<file path="src/rtl/rs_int_station.sv">
`default_nettype none
// ============================================================================
// Module   : rs_int_station
// Purpose  : Integer reservation station. Buffers dispatched integer ops in
//            an age-ordered compacting queue (entry 0 oldest). Waiting source
//            operands are captured from the common data bus (CDB). The oldest
//            op with both operands ready is offered to the integer ALU.
//            signal_miss flushes every entry.
// Ports    :
//   clk, rst_n                      clock (rising edge), async active-low reset
//   rs_int_we, disp_*               dispatch write request and op fields
//   rs_int_is_full                  no free entry (register-decoded)
//   cdb_valid, cdb_tag, cdb_data    result broadcast for operand wakeup
//   issue_valid, issue_ready        issue handshake with the ALU
//   issue_op/dest/s1/s2             selected op (zero when nothing to issue)
//   signal_miss                     flush all entries
// Revision : 1.0 - initial release
// ============================================================================
module rs_int_station #(
    parameter int DEPTH  = 4,
    parameter int TAG_W  = 4,
    parameter int DATA_W = 32,
    parameter int OP_W   = 6
) (
    input  logic              clk,
    input  logic              rst_n,
    input  logic              rs_int_we,
    input  logic [OP_W-1:0]   disp_op,
    input  logic [TAG_W-1:0]  disp_dest,
    input  logic              disp_s1_rdy,
    input  logic [TAG_W-1:0]  disp_s1_tag,
    input  logic [DATA_W-1:0] disp_s1_val,
    input  logic              disp_s2_rdy,
    input  logic [TAG_W-1:0]  disp_s2_tag,
    input  logic [DATA_W-1:0] disp_s2_val,
    output logic              rs_int_is_full,
    input  logic              cdb_valid,
    input  logic [TAG_W-1:0]  cdb_tag,
    input  logic [DATA_W-1:0] cdb_data,
    output logic              issue_valid,
    input  logic              issue_ready,
    output logic [OP_W-1:0]   issue_op,
    output logic [TAG_W-1:0]  issue_dest,
    output logic [DATA_W-1:0] issue_s1,
    output logic [DATA_W-1:0] issue_s2,
    input  logic              signal_miss
);

    localparam int c_CW = $clog2(DEPTH + 1);
    localparam int c_SW = $clog2(DEPTH);
    localparam logic [c_CW-1:0] c_DEPTH = c_CW'(DEPTH);

    typedef struct packed {
        logic [OP_W-1:0]   op;
        logic [TAG_W-1:0]  dest;
        logic              s1_rdy;
        logic [TAG_W-1:0]  s1_tag;
        logic [DATA_W-1:0] s1_val;
        logic              s2_rdy;
        logic [TAG_W-1:0]  s2_tag;
        logic [DATA_W-1:0] s2_val;
    } entry_t;

    // Storage: entries [0, r_count) are valid, index 0 is the oldest.
    entry_t          r_ent [DEPTH];
    logic [c_CW-1:0] r_count;

    logic [DEPTH-1:0] w_rdy;
    logic             w_any;
    logic [c_SW-1:0]  w_sel;
    entry_t           w_sel_ent;
    entry_t           w_new;
    entry_t           w_wk  [DEPTH];
    entry_t           w_nxt [DEPTH];
    logic             w_full;
    logic             w_do_issue;
    logic             w_do_disp;
    logic [c_CW-1:0]  w_wr_idx;
    logic [c_SW-1:0]  w_wr_sel;
    logic [c_CW-1:0]  w_count_nxt;

    // Capture the CDB value into any still-waiting source with a matching tag.
    // Sources that are already ready are never overwritten.
    function automatic entry_t wake(input entry_t e, input logic cv,
                                    input logic [TAG_W-1:0] ct,
                                    input logic [DATA_W-1:0] cd);
        entry_t r;
        r = e;
        if (cv && !e.s1_rdy && (e.s1_tag == ct)) begin
            r.s1_rdy = 1'b1;
            r.s1_val = cd;
        end
        if (cv && !e.s2_rdy && (e.s2_tag == ct)) begin
            r.s2_rdy = 1'b1;
            r.s2_val = cd;
        end
        return r;
    endfunction

    // ------------------------------------------------------------------------
    // Select: oldest valid entry with both operands ready, registers only.
    // ------------------------------------------------------------------------
    always_comb begin
        for (int i = 0; i < DEPTH; i++) begin
            w_rdy[i] = (c_CW'(i) < r_count) && r_ent[i].s1_rdy && r_ent[i].s2_rdy;
        end
    end

    // Scan from the youngest slot down so the lowest index wins.
    always_comb begin
        w_any = 1'b0;
        w_sel = '0;
        for (int i = DEPTH - 1; i >= 0; i--) begin
            if (w_rdy[i]) begin
                w_any = 1'b1;
                w_sel = c_SW'(i);
            end
        end
    end

    assign w_sel_ent      = r_ent[w_sel];
    assign w_full         = (r_count == c_DEPTH);
    assign rs_int_is_full = w_full;
    assign issue_valid    = w_any;
    assign issue_op       = w_any ? w_sel_ent.op     : '0;
    assign issue_dest     = w_any ? w_sel_ent.dest   : '0;
    assign issue_s1       = w_any ? w_sel_ent.s1_val : '0;
    assign issue_s2       = w_any ? w_sel_ent.s2_val : '0;

    // ------------------------------------------------------------------------
    // Next-state: wakeup, compaction on issue, then dispatch write.
    // ------------------------------------------------------------------------
    assign w_do_issue  = w_any && issue_ready;
    // Fullness is taken from the pre-edge count, so a slot freed by this
    // cycle's issue is not reused by this cycle's dispatch.
    assign w_do_disp   = rs_int_we && !w_full;
    assign w_wr_idx    = r_count - c_CW'(w_do_issue);
    assign w_wr_sel    = w_wr_idx[c_SW-1:0];
    assign w_count_nxt = r_count + c_CW'(w_do_disp) - c_CW'(w_do_issue);

    // Incoming op, with the same-cycle CDB bypass for waiting sources.
    always_comb begin
        w_new = wake('{op:     disp_op,
                       dest:   disp_dest,
                       s1_rdy: disp_s1_rdy,
                       s1_tag: disp_s1_tag,
                       s1_val: disp_s1_val,
                       s2_rdy: disp_s2_rdy,
                       s2_tag: disp_s2_tag,
                       s2_val: disp_s2_val},
                     cdb_valid, cdb_tag, cdb_data);
    end

    always_comb begin
        for (int i = 0; i < DEPTH; i++) begin
            w_wk[i]  = wake(r_ent[i], cdb_valid, cdb_tag, cdb_data);
            w_nxt[i] = w_wk[i];
        end
        // Entries younger than the issued one move down a slot; they carry
        // this cycle's wakeup with them.
        for (int i = 0; i < DEPTH - 1; i++) begin
            if (w_do_issue && (i >= int'(w_sel))) begin
                w_nxt[i] = w_wk[i + 1];
            end
        end
        if (w_do_disp) begin
            w_nxt[w_wr_sel] = w_new;
        end
    end

    always_ff @(posedge clk or negedge rst_n) begin
        if (!rst_n) begin
            r_count <= '0;
            for (int i = 0; i < DEPTH; i++) begin
                r_ent[i] <= '0;
            end
        end else if (signal_miss) begin
            // Flush dominates dispatch, issue and wakeup; stale payloads are
            // harmless because validity is derived from the count.
            r_count <= '0;
        end else begin
            r_count <= w_count_nxt;
            for (int i = 0; i < DEPTH; i++) begin
                r_ent[i] <= w_nxt[i];
            end
        end
    end

endmodule
`default_nettype wire

</file>
<file path="config.mk">
export PLATFORM = sky130hd
export DESIGN_NAME = rs_int_station
export DESIGN_NICKNAME = d
export VERILOG_FILES = /design/src/rtl/rs_int_station.sv
export SDC_FILE = /design/constraint.sdc
export NUM_CORES = 1
export LEC_CHECK = 0
export BUFFER_PORTS_ARGS = -buffer_cell sky130_fd_sc_hd__buf_4
export CAP_MARGIN = 20
export CORE_MARGIN = 2
export CORE_UTILIZATION = 61
export CTS_CLUSTER_SIZE = 10
export DETAILED_ROUTE_END_ITERATION = 6
export PLACE_DENSITY = 0.81
export SYNTH_ARGS = -nofsm -noshare
export SYNTH_HDL_FRONTEND = slang
export SYNTH_SLANG_ARGS = --single-unit
</file>
<file path="constraint.sdc">
create_clock -name clk -period 3.56 [get_ports clk]
set_input_delay 0.534 -clock clk [delete_from_list [all_inputs] [get_ports clk]]
set_output_delay 0.534 -clock clk [all_outputs]
set_load 0.03 [all_outputs]
</file>
* After elaboration in Yosys (flattened, before gate mapping) *
Cells that the tools add are included.

word-level totals
  register bits after elaboration = 339
  word-level logic and storage cells = 149
  output and inout bits = 76

operators by class
  muxes and demuxes = 43
  equality and inequality tests = 11
  order comparisons = 10
  add/subtract/negate cells = 3
  reductions and logical operators = 46
  bitwise operators = 3

operator list
  cell                  count
  $mux W84              6
  $mux W32              12
  $bwmux W336           1
  $mux W336             1
  $bmux W84 S2          1
  $demux W84 S2         1
  $eq A4 B4 Y1          10
  $logic_and A1 B1 Y1   34
  $mux W1               14
  $logic_not A1 Y1      11
  $mux W2               4
  $ge A3 B3 Y1 const B  2
  $lt A1 B3 Y1 const A  2
  $lt A2 B3 Y1 const A  2
  $mux W6               1
  $not A2 Y3            2
  $ge A1 B2 Y1 const A  2
  $mux W4               1
  $add A3 B1 Y3         1
  $eq A3 B3 Y1 const B  1
  $lt A3 B1 Y1 const B  1
  $mux W3               1
  $sub A3 B1 Y3         1
  $ge A2 B2 Y1 const A  1
  3 further kinds       3

* Longest topological paths before layout *
  word-level depth = 16
  mapped depth = 12
  mapped depth without buffers = 12

* Least setup slack after synthesis *
Ideal clock, no wire load.

  path kind = reg2out
  start = reg r_count[1]
  end = out issue_s2[10]
  cell stages (with the launch flop) = 10
  arrival time = 2.650 ns
  required time = 3.026 ns
  path buffers = 2
  slack = 0.376 ns
  cell sequence = dfrtp_1 inv_1 ha_1 nor2b_2 nor2_1 a21oi_1 buf_2 clkbuf_1 a211oi_1 a211oi_1

between the ends
  cells in the longest elaborated chain, start to end = 12
  elaborated cells between the ends (all ways) = 25
  classes of those cells = 4 x order compare; 12 x mux; 1 x bitwise; 8 x reduce/logical

RTL lines
  what                                          RTL line  RTL
  start, declared                               66        logic [c_CW-1:0] r_count;
  start signal, assigned                        182       r_count <= w_count_nxt;
  $lt A2 B3 Y1                                  105       w_rdy[i] = (c_CW'(i) < r_count) && r_ent[i].s1_rdy && r_ent[i].s2_rdy;
  $logic_and A1 B1 Y1 (2 in series)             105
  $mux W2 (4 in series)                         114       if (w_rdy[i]) begin
  $not A2 Y3 (implied by the code)              121       assign w_sel_ent = r_ent[w_sel];
  $bmux W84 S2                                  121
  $mux W84 (implied by the code) (2 in series)  121
  $mux W32 (*)                                  128       assign issue_s2 = w_any ? w_sel_ent.s2_val : '0;
  end, declared                                 45        output logic [DATA_W-1:0] issue_s2,

Every way passes the cells marked *; elsewhere a longest branch is shown, timed or not. The select of a mux whose other input is x is not followed.

* Worst setup path in the final report *
  start = reg r_count[1]
  end = out issue_op[3]

between the ends
  cells in the longest elaborated chain, start to end = 12
  elaborated cells between the ends (all ways) = 25
  classes of those cells = 4 x order compare; 12 x mux; 1 x bitwise; 8 x reduce/logical

RTL lines
  what                                          RTL line  RTL
  $lt A2 B3 Y1                                  105
  $logic_and A1 B1 Y1 (2 in series)             105
  $mux W2 (4 in series)                         114
  $not A2 Y3 (implied by the code)              121
  $bmux W84 S2                                  121
  $mux W84 (implied by the code) (2 in series)  121
  $mux W6 (*)                                   125       assign issue_op = w_any ? w_sel_ent.op : '0;
  end, declared                                 42        output logic [OP_W-1:0] issue_op,

Marks and branches as above.

==> flow_summary.ini <==
[sta]
timing.max_slew.rel_slack_pct = 38.3
slew_violations = 0
fin_worst_skew_ps = 24.5
number_of_failing_setup_endpoints_in_the_final_timing_report = 3
fmax_ghz = 0.278
post-route-period-util_pct = 101
finalWorstPathRequiredPeriod_ps = 3590
fin_ws_ps = -34.0
rsz0062_at_grt = true
max_slew.worst_pin.slew_ps = 925
hold_viol = 0

[clocking]
clkSlewWorstSetupHoldPaths_ps = 60
cts.sink_count = 339
cts_root_buffer = sky130_fd_sc_hd__clkbuf_16
cts_made_buffers = 41
clock_latency_late_sink_ps = 570
clockBufferDepth = 3
htreeDepth = 2
cts_tree = built

[yosys]
async_flop_share_pct = 100
post_synth_inst_count = 2476
synth.avg_cell_area_um2 = 9.09
ys_warn_count = 0
synthesis.area_um2 = 22500
synth_top_cell_by_area = sky130_fd_sc_hd__dfrtp_1
synth_top_flop_cell = sky130_fd_sc_hd__dfrtp_1
synth_most_common_cell = sky130_fd_sc_hd__dfrtp_1
synth.top_cells.by_count = sky130_fd_sc_hd__dfrtp_1, sky130_fd_sc_hd__nor2_1, sky130_fd_sc_hd__a211oi_1, sky130_fd_sc_hd__clkbuf_1, sky130_fd_sc_hd__inv_1
synth.yosys.seq_area_share_pct = 37.7
synth.net_count = 2606
netlist_top_cells_area = sky130_fd_sc_hd__dfrtp_1, sky130_fd_sc_hd__a211oi_1, sky130_fd_sc_hd__mux2i_1
synth-seq-cells = 339
netlist-cell-type-count = 72
synth_edf_count = 0
yosysTopAreaCellShare_pct = 37.7

[placed_design]
numPortBuffers = 201
hpwlAfterDp_um = 46500
dpl.cell_count = 2927
finalWeightedCongestion = 0.939

[power_and_ir_drop]
pwr_density_cell_nw_per_um2 = 1120
p_total_w = 0.0291
leakagePower_nw = 10.2
peakVddDrop_mv = 0.689

[outcome]
violations = DRC, setup timing
run_status = finished, violations left

[global_route]
gr-total-overflow = 0
grt_antenna_before_repair = 3
number_of_global_route_vias_before_repair = 22900
grt_first_pass_wirelength_um = 128000
pin_count_of_the_biggest_net_entering_global_routing = 125
grt_util_all_layers_pct = 42.4

[worst_setup_path]
setup_slack_on_the_worst_flop_to_flop_path_ps = 300
cpMaxStageDelayCell = sky130_fd_sc_hd__dfrtp_2
arrival_ps = 3060
critPathMaxStageDelay_ps = 420
worst-endpoint-required_ps = 3030
cp_class = register to primary output
worst_path_most_repeated_cell = sky130_fd_sc_hd__buf_4
startpoint_type = register
timing.critical_path.to_type = primary output
critical_path.cell_chain = buf_4, ha_1, nor2b_4, o21ai_2, a21oi_4, buf_4, buf_12, buf_16, nor2b_1, a211oi_1, a211oi_1, buf_4
crit_fanout = 40

[finish]
final-instance-count-excl-fill = 2999
drive_gt1_share_pct = 19.6
synthToLayoutAreaGrowth_pct = 15.5
final_net_count = 2649

[routing]
post_drt_wl_per_cell_um = 27.9
detailedRoute.firstIterationViolations = 3563
drt_pre_antenna_iters = 7
dr_total_vias = 23200
drc_errors = 1
drt-total-wl_um = 83800
routed_via_density = 7.73
ant_nets = 0

[die]
initial_utilization_pct = 61.7
core-area_um2 = 36500
io_pins = 202
floorplan.die.width_um = 196
die_area_um2 = 38500
die_h_um = 196
rows = 70

[hold_path]
hold_class = primary input to register

[job]
drv_cap = 0
[through the flow]
| stage | util [%] | setup slack [ps] | setup TNS, ps | cell area (um^2) | hold WS (ps) |
|---|---|---|---|---|---|
| 6_report | 71.2 | -34.0 | -41.3 | 26000 | 220 |
| 3_3_place_gp | 66.6 | 401 | 0 | 24300 | 488 |
| 4_1_cts | 70.7 | 21.7 | 0 | 25800 | 208 |
| 5_1_grt | 71.2 | -108 | -1660 | 26000 | 228 |
| 2_1_floorplan | - | 376 | 0 | 22500 | 238 |
| 3_5_place_dp | 66.6 | 357 | 0 | 24300 | 505 |
[final cells by class]
type                            instances  area (um^2)
Tap cell                              468          586
Fill cell                            2602        10500
Multi-Input combinational cell       1726        12700
Clock inverter                          3         22.5
Sequential cell                       339         8480
Timing Repair Buffer                  294         2620
Clock buffer                           51         1150
Antenna cell                            1         2.50
Inverter                              117          442
[final timing paths]
path / from / to / cells past startpoint
worst max-delay path: r_count[1] / issue_op[3] / 12
worst min-delay path: disp_op[1] / register / 2
worst max register to register: r_count[1] / r_ent[231] / 10
worst min register to register: register / register / 1
max in group asynchronous: rst_n / async pin / 3
min in group asynchronous: rst_n / r_ent[299] / 2
[power by group]
group          switching, W  internal, W
Clock               0.00167      0.00223
Sequential          0.00172      0.00571
Combinational        0.0106      0.00714
[routing by layer]
| layer | global-route usage (%) | share of wire [%] | vias up |
|---|---|---|---|
| met1 | 54.5 | 36 | 11100 |
| li1 | - | - | 9598 |
| met5 | 0 | 0.014 | - |
| met4 | 29.4 | 6.8 | 2 |
| met3 | 10.7 | 13 | 402 |
| met2 | 63.1 | 44 | 2039 |
[state kept, by name, indices dropped and copies added, names as in the netlist, named ones only]
signal	cells
r_count	3
r_ent	318
[cell families (layout without fill, tap and decap cells)]
| family | after synthesis | in the layout | synth area share [%] |
|---|---|---|---|
| buffers and inverters | 411 | 465 | 7.70 |
| adders and majority gates | 4 | 4 | 0.256 |
| AOI/OAI and AO/OA | 948 | 948 | 32.1 |
| xor gates and xnor gates | 26 | 26 | 1.01 |
| DFF | 339 | 339 | 37.7 |
| and+or+nand+nor | 572 | 572 | 13.0 |
| other | 0 | 1 | 0 |
| muxes | 176 | 176 | 8.23 |
[cell usage in the layout (no fill, tap or decap), types with 6 or more instances in the layout]
cell type	netlist	layout
sky130_fd_sc_hd__nand3_1	9	9
sky130_fd_sc_hd__a211oi_2	0	38
sky130_fd_sc_hd__dfrtp_1	339	338
sky130_fd_sc_hd__a21oi_1	113	111
sky130_fd_sc_hd__or3_1	82	82
sky130_fd_sc_hd__o32ai_1	36	36
sky130_fd_sc_hd__o32a_1	32	32
sky130_fd_sc_hd__mux2_2	53	53
sky130_fd_sc_hd__buf_12	0	18
sky130_fd_sc_hd__a211oi_1	183	145
sky130_fd_sc_hd__nand2b_1	76	76
sky130_fd_sc_hd__a2bb2oi_1	44	44
sky130_fd_sc_hd__inv_1	114	113
sky130_fd_sc_hd__a31oi_1	57	55
sky130_fd_sc_hd__o221a_2	18	18
sky130_fd_sc_hd__o31ai_1	16	15
sky130_fd_sc_hd__o211ai_1	100	100
sky130_fd_sc_hd__nand2_1	41	40
sky130_fd_sc_hd__mux2i_1	111	107
sky130_fd_sc_hd__a221oi_1	49	49
sky130_fd_sc_hd__o21ai_0	9	8
sky130_fd_sc_hd__o22ai_1	99	98
sky130_fd_sc_hd__nor3b_1	22	22
sky130_fd_sc_hd__nor2b_1	32	30
sky130_fd_sc_hd__buf_6	0	6
sky130_fd_sc_hd__o31a_1	32	32
sky130_fd_sc_hd__mux2_1	11	11
sky130_fd_sc_hd__xnor2_1	11	11
sky130_fd_sc_hd__nor2_1	214	211
sky130_fd_sc_hd__nor3_1	67	67
sky130_fd_sc_hd__clkbuf_16	0	44
sky130_fd_sc_hd__buf_4	21	260
sky130_fd_sc_hd__xor2_1	15	15
sky130_fd_sc_hd__o221ai_1	65	65
sky130_fd_sc_hd__o22a_1	67	67
[critical path: cells and delay by family (launching register included)]
kind | cells | cell delay, ps
compound gates | 4 | 680
fa+ha+maj | 1 | 190
buf+inv | 5 | 890
flops | 1 | 420
simple gates | 2 | 290
[what timing repair did]
| item | CTS | global route |
|---|---|---|
| cloned | 3 | 1 |
| hold buffers | 1 | 0 |
| setup endpoints to repair | 72 | 73 |
| resized for setup | 36 | 22 |
| pin swaps | 9 | 9 |
| setup buffers | 7 | 4 |
| endpoints found under the hold margin | 62 | 0 |
Power figures use the tool's default switching activity.
